[src/rtl/pipe_stage_buffer.sv]
// Generic valid/ready pipeline register with an optional 2-entry skid buffer.
// An empty stage drives BUBBLE_VAL, so downstream logic that ignores valid sees a NOP.
module pipe_stage_buffer #(
    parameter int unsigned       DATA_W     = 96,
    parameter logic [DATA_W-1:0] BUBBLE_VAL = '0,
    parameter bit                SKID_EN    = 1'b1
) (
    input  logic              clk_i,
    input  logic              rst_i,
    input  logic              flush_i,
    input  logic              in_valid_i,
    output logic              in_ready_o,
    input  logic [DATA_W-1:0] in_data_i,
    output logic              out_valid_o,
    input  logic              out_ready_i,
    output logic [DATA_W-1:0] out_data_o,
    output logic [1:0]        occupancy_o
);

    typedef enum logic [1:0] {
        StEmpty = 2'd0,
        StOne   = 2'd1,
        StFull  = 2'd2
    } state_e;

    state_e            state_q, state_d;
    logic [DATA_W-1:0] main_q, main_d;
    logic [DATA_W-1:0] skid_q, skid_d;
    logic              in_ready;
    logic              in_fire;
    logic              out_fire;

    always_comb begin
        // With the skid entry, ready depends only on held state, breaking the ready path.
        if (SKID_EN) begin
            in_ready = (state_q != StFull);
        end else begin
            in_ready = (state_q == StEmpty) || out_ready_i;
        end
        in_fire  = in_valid_i && in_ready;
        out_fire = (state_q != StEmpty) && out_ready_i;

        state_d = state_q;
        main_d  = main_q;
        skid_d  = skid_q;

        if (flush_i) begin
            state_d = StEmpty;
            main_d  = BUBBLE_VAL;
            skid_d  = BUBBLE_VAL;
        end else begin
            unique case (state_q)
                StEmpty: begin
                    if (in_fire) begin
                        main_d  = in_data_i;
                        state_d = StOne;
                    end
                end
                StOne: begin
                    if (in_fire && out_fire) begin
                        main_d = in_data_i;
                    end else if (in_fire) begin
                        skid_d  = in_data_i;
                        state_d = StFull;
                    end else if (out_fire) begin
                        main_d  = BUBBLE_VAL;
                        state_d = StEmpty;
                    end
                end
                StFull: begin
                    if (out_fire) begin
                        main_d  = skid_q;
                        skid_d  = BUBBLE_VAL;
                        state_d = StOne;
                    end
                end
                default: begin
                    state_d = StEmpty;
                    main_d  = BUBBLE_VAL;
                    skid_d  = BUBBLE_VAL;
                end
            endcase
        end
    end

    always_ff @(posedge clk_i or posedge rst_i) begin
        if (rst_i) begin
            state_q <= StEmpty;
            main_q  <= BUBBLE_VAL;
            skid_q  <= BUBBLE_VAL;
        end else begin
            state_q <= state_d;
            main_q  <= main_d;
            skid_q  <= skid_d;
        end
    end

    assign in_ready_o  = in_ready;
    assign out_valid_o = (state_q != StEmpty);
    assign out_data_o  = main_q;
    assign occupancy_o = state_q;

endmodule

[config.mk]
export PLATFORM = sky130hd
export DESIGN_NAME = pipe_stage_buffer
export DESIGN_NICKNAME = d
export VERILOG_FILES = /design/src/rtl/pipe_stage_buffer.sv
export SDC_FILE = /design/constraint.sdc
export NUM_CORES = 1
export LEC_CHECK = 0
export ABC_CLOCK_PERIOD_IN_PS = 5900
export CORE_MARGIN = 4
export CORE_UTILIZATION = 47
export CTS_CLUSTER_SIZE = 30
export DETAILED_ROUTE_END_ITERATION = 6
export GPL_TIMING_DRIVEN = 0
export PLACE_DENSITY_LB_ADDON = 0.15
export SLEW_MARGIN = 20
export SYNTH_ARGS = -nofsm -noshare
export SYNTH_HDL_FRONTEND = slang
export SYNTH_SLANG_ARGS = --single-unit
[constraint.sdc]
create_clock -name clk_i -period 5.9 [get_ports clk_i]
set_clock_uncertainty 0.1 [all_clocks]
set_input_delay 0.59 -clock clk_i [delete_from_list [all_inputs] [get_ports clk_i]]
set_output_delay 0.59 -clock clk_i [all_outputs]
set_load 0.05 [all_outputs]
## Word level (Yosys, flattened, before mapping)

Index checks and enable logic that the tools add are counted.

- Bits in registers: 194
- Logic and storage cells: 39
- Input port bits: 101

- Equal/unequal tests: 11
- Multiplexer cells: 17
- Reduce and logical (&&, ||, !) cells: 8

Operators by type and width:

| operator | number |
|---|---|
| 2-to-1 mux 96 bit | 8 |
| one-hot mux 96 bit (3 select lines) | 2 |
| 2-to-1 mux 2 bit | 6 |
| inequality test 3 bit, second input constant | 4 |
| inequality test 4 bit, second input constant | 3 |
| AND reduction 4 bit | 3 |
| one-hot mux 2 bit (3 select lines) | 1 |
| inequality test 2 bit, second input constant | 2 |
| logical AND 1 bit | 3 |
| equality test 2 x 1 -> 1 bit, second input constant | 1 |
| equality test 2 bit, second input constant | 1 |
| logical NOT 2 bit | 1 |
| nonzero test 2 bit | 1 |

## Logic depth before layout (Yosys ltp)

- Depth in word-level cells: 7
- Depth in mapped cells: 7
- Gate-level depth less buffers: 4

## Worst setup path after synthesis

No wires, ideal clock.

- Path type: register to output
- From: reg state_q[0] (netlist: occupancy_o[0])
- To: out out_valid_o
- Arrival time: 1.834 ns
- Buffers on the path: 3
- Cell stages (with the launch flop): 5
- Data required time: 5.210 ns
- Path slack: 3.376 ns
- Cell sequence: dfrtp_1 -> buf_2 -> clkbuf_1 -> buf_2 -> or2_1

- Longest elaborated chain between the ends: 1

Ends and longest elaborated chain:

| element | line | source |
|---|---|---|
| start: declaration | 26 | `state_e state_q, state_d;` |
| start signal: assignment | 88 | `state_q <= StEmpty;` |
| start signal: assignment | 92 | `state_q <= state_d;` |
| nonzero test 2 bit | 99 | `assign out_valid_o = (state_q != StEmpty);` |
| end: declaration | 14 | `output logic out_valid_o,` |

No other way between the ends.

## Worst setup path after layout

Same ends and word-level chain as after synthesis.

==> out/results.ini <==
[die]
start_util_pct=48.0
core_area_mm2=0.0203
dieArea_mm2=0.0231
rows=52
die_w_um=152
ios=201
fp.dieH_um=152

[detailed_routing]
routed-wl-met2_mm=11.4
wire_per_inst_um=18.0
num_vias=7236
dr.pass1.iters=4
top_layer_used=met4
drt_iter0_drc=408
dr_wl_met3_mm=1.45
viasPerCell=5.26
wl_met1_mm=11.6
drc_errors=0
wirelength_mm=24.7
antenna_left=0

[clocking]
cts_resized=0
cts_tree=built
clk_pin_slew_ns=0.06
cts_hold_buf=0
clkLatencyLatePin_ns=0.43
root_buffer=clkbuf_16
cts_sinks=194
clk_path_buf_depth=2
cts_inserted_buffers=17
ctsHtreeMaxLevel=4
post_cts_buffers=0

[worst_setup_path]
cpMaxStageDelayCell=clkdlybuf4s50_1
rr_worst_depth=6
crit_end=out_valid_o
r2r_start=occupancy_o[1]
path_class=register to output port
worst_r2r_endpoint=out_data_o[87]
crit_path_max_incr_delay_ns=0.84
crit_chain=buf_2 -> clkbuf_1 -> buf_2 -> or2_1 -> clkdlybuf4s50_1
rrSetupSlack_ns=3.75
cp_common_cell=buf_2
crit_fanout=10
end_kind=output port
critPathArrivalTime_ns=3.01
cp-startpoint=occupancy_o[0]
start_kind=register
crit_required_ns=5.21

[timing]
max_freq_ghz=0.271
setup_viol=0
setup_tns_ns=0
min_period_ns=3.70
hold_violations=0
layout_worst_path_cycle_share_pct=62.6
slew_viol_final=0
rsz0062_at_grt=false
slew_headroom_pct=59.4
worst_pin_slew_ns=0.607

[yosys]
ys_seq_elements=194
synth_top_area_cell=dfrtp_1
seq_area_frac_synth_pct=49.8
synth_fp_nets=969
synth_commonest_cells=194 x dfrtp_1, 193 x mux2i_1, 98 x nand2_1
synth_area_leaders=dfrtp_1 50%, mux2i_1 20%, a22o_1 8.7%
synth_compound_gate_area_share_pct=17.7
synth_mux_area_share_pct=19.8
synth_area_mm2=0.00974
yosysMostFrequentCell=dfrtp_1
synthXorXnorAreaFrac_pct=0
synth_cells=868
synth_top_area_share_pct=49.8
synth_cell_type_count=21
synth_adder_area_share_pct=0
synth_flop_cell=dfrtp_1
syn_area_per_cell_um2=11.2
synthSimpleGateAreaFrac_pct=4.57
synth_top_family_by_area=multiplexers
synth-edff-count=0
synthArstFlopShare_pct=100
synth_warnings=0

[worst_hold_path]
min_path_type=primary input to register
hold_start=flush_i

[placement]
gp_congestion=0.769
io_buffers=199
dp_hpwl_mm=17.8

[grt]
grt_pass1_vias=7249
grt_start_max_net_pins=33
grt_pass1_wl_mm=39.8
gr-usage-all-layers_pct=21.2
grt.overflow.total=0
antenna_found_initial=0

[finish]
utilization_pct=63.0
fill_cells=1744
nets=1194
area_growth_syn_to_layout_pct=31.3
n_antenna_cell=0
drive_above_1_share_pct=8.14

[status]
outcome=finished clean

[power]
p_leak_nw=5.44
ir_worst_vdd_mv=0.193
powerDensity_mw_per_mm2=267

[run]
drv_cap=0

[power by group]
group / internal (W) / switching (W)
Sequential: 0.00142 / 0.0000526
Combinational: 0.000319 / 0.000488
Clock: 0.000627 / 0.000514
Total: 0.00237 / 0.00105
[through the flow]
step                total power (W)  instances  instance area [µm²]  setup slack, ns  hold WS, ns
detailed placement          0.00231       1344                12200             2.66        0.390
global placement            0.00229       1337                12100             1.02        0.388
finish                      0.00342       1375                12800             2.20        0.314
floorplan                   0.00199        868                 9740             2.71        0.397
CTS                         0.00346       1375                12800             2.20        0.294
global route                0.00357       1375                12800             2.09        0.313
[cells in the final DEF, fill, tap and decap left out]
cell and count:
a21boi_1 1, a21oi_1 1, a22o_1 97, a2bb2oi_1 1
buf_1 12, buf_12 6, buf_16 1, buf_2 33
buf_4 9, buf_6 9, bufinv_16 2, clkbuf_1 15
clkbuf_16 17, clkdlybuf4s50_1 199, clkinv_2 2, clkinv_4 3
clkinvlp_4 3, dfrtp_1 194, inv_1 96, inv_6 1
inv_8 1, mux2i_1 193, nand2_1 98, nand2b_1 1
nor2_1 5, nor2_2 3, nor2b_1 3, o22a_1 1
o2bb2ai_1 96, or2_1 1, or3b_1 1
[state kept, by name, indices dropped and copies added (netlist names)]
name	cells
occupancy_o	2
out_data_o	96
skid_q	96
[worst max-delay path, delay by kind of cell, from the launching register on]
| kind | cells | cell delay [ns] |
|---|---|---|
| flops | 1 | 0.42 |
| buf+inv | 4 | 2.02 |
| simple gates | 1 | 0.14 |
[how the worst min path moves through the flow]
stage | end | depth (start not counted)
6_report | occupancy_o[0] | 2
3_5_place_dp | out_data_o[57] | 1
3_3_place_gp | out_data_o[93] | 1
4_1_cts | occupancy_o[0] | 2
2_1_floorplan | skid_q[0] | 2
5_1_grt | occupancy_o[0] | 2
[layout make-up]
type,count,area [µm²],share of cell area [%]
multi-input cells,502,4100,32.0
flip-flops and latches,194,4850,38.0
clock inverters,11,131,1.03
well taps,270,338,2.64
plain buffers,75,424,3.32
repair buffers,206,2140,16.7
clock buffers,20,437,3.41
inverters,97,368,2.88
[logic make-up (layout without fill, tap and decap cells)]
group | after synthesis | count (layout)
AND/OR/NAND/NOR | 112 | 112
flip-flops | 194 | 194
multiplexers | 193 | 193
buffers and inverters | 172 | 409
AO/OA/AOI/OAI | 197 | 197
[routing by layer]
metal,track usage [%],up-vias
li1,-,3520
met1,30.2,3512
met2,32.9,184
met3,5.09,20
met4,5.22,0
met5,0,-
(Power assumes the default switching activity.)
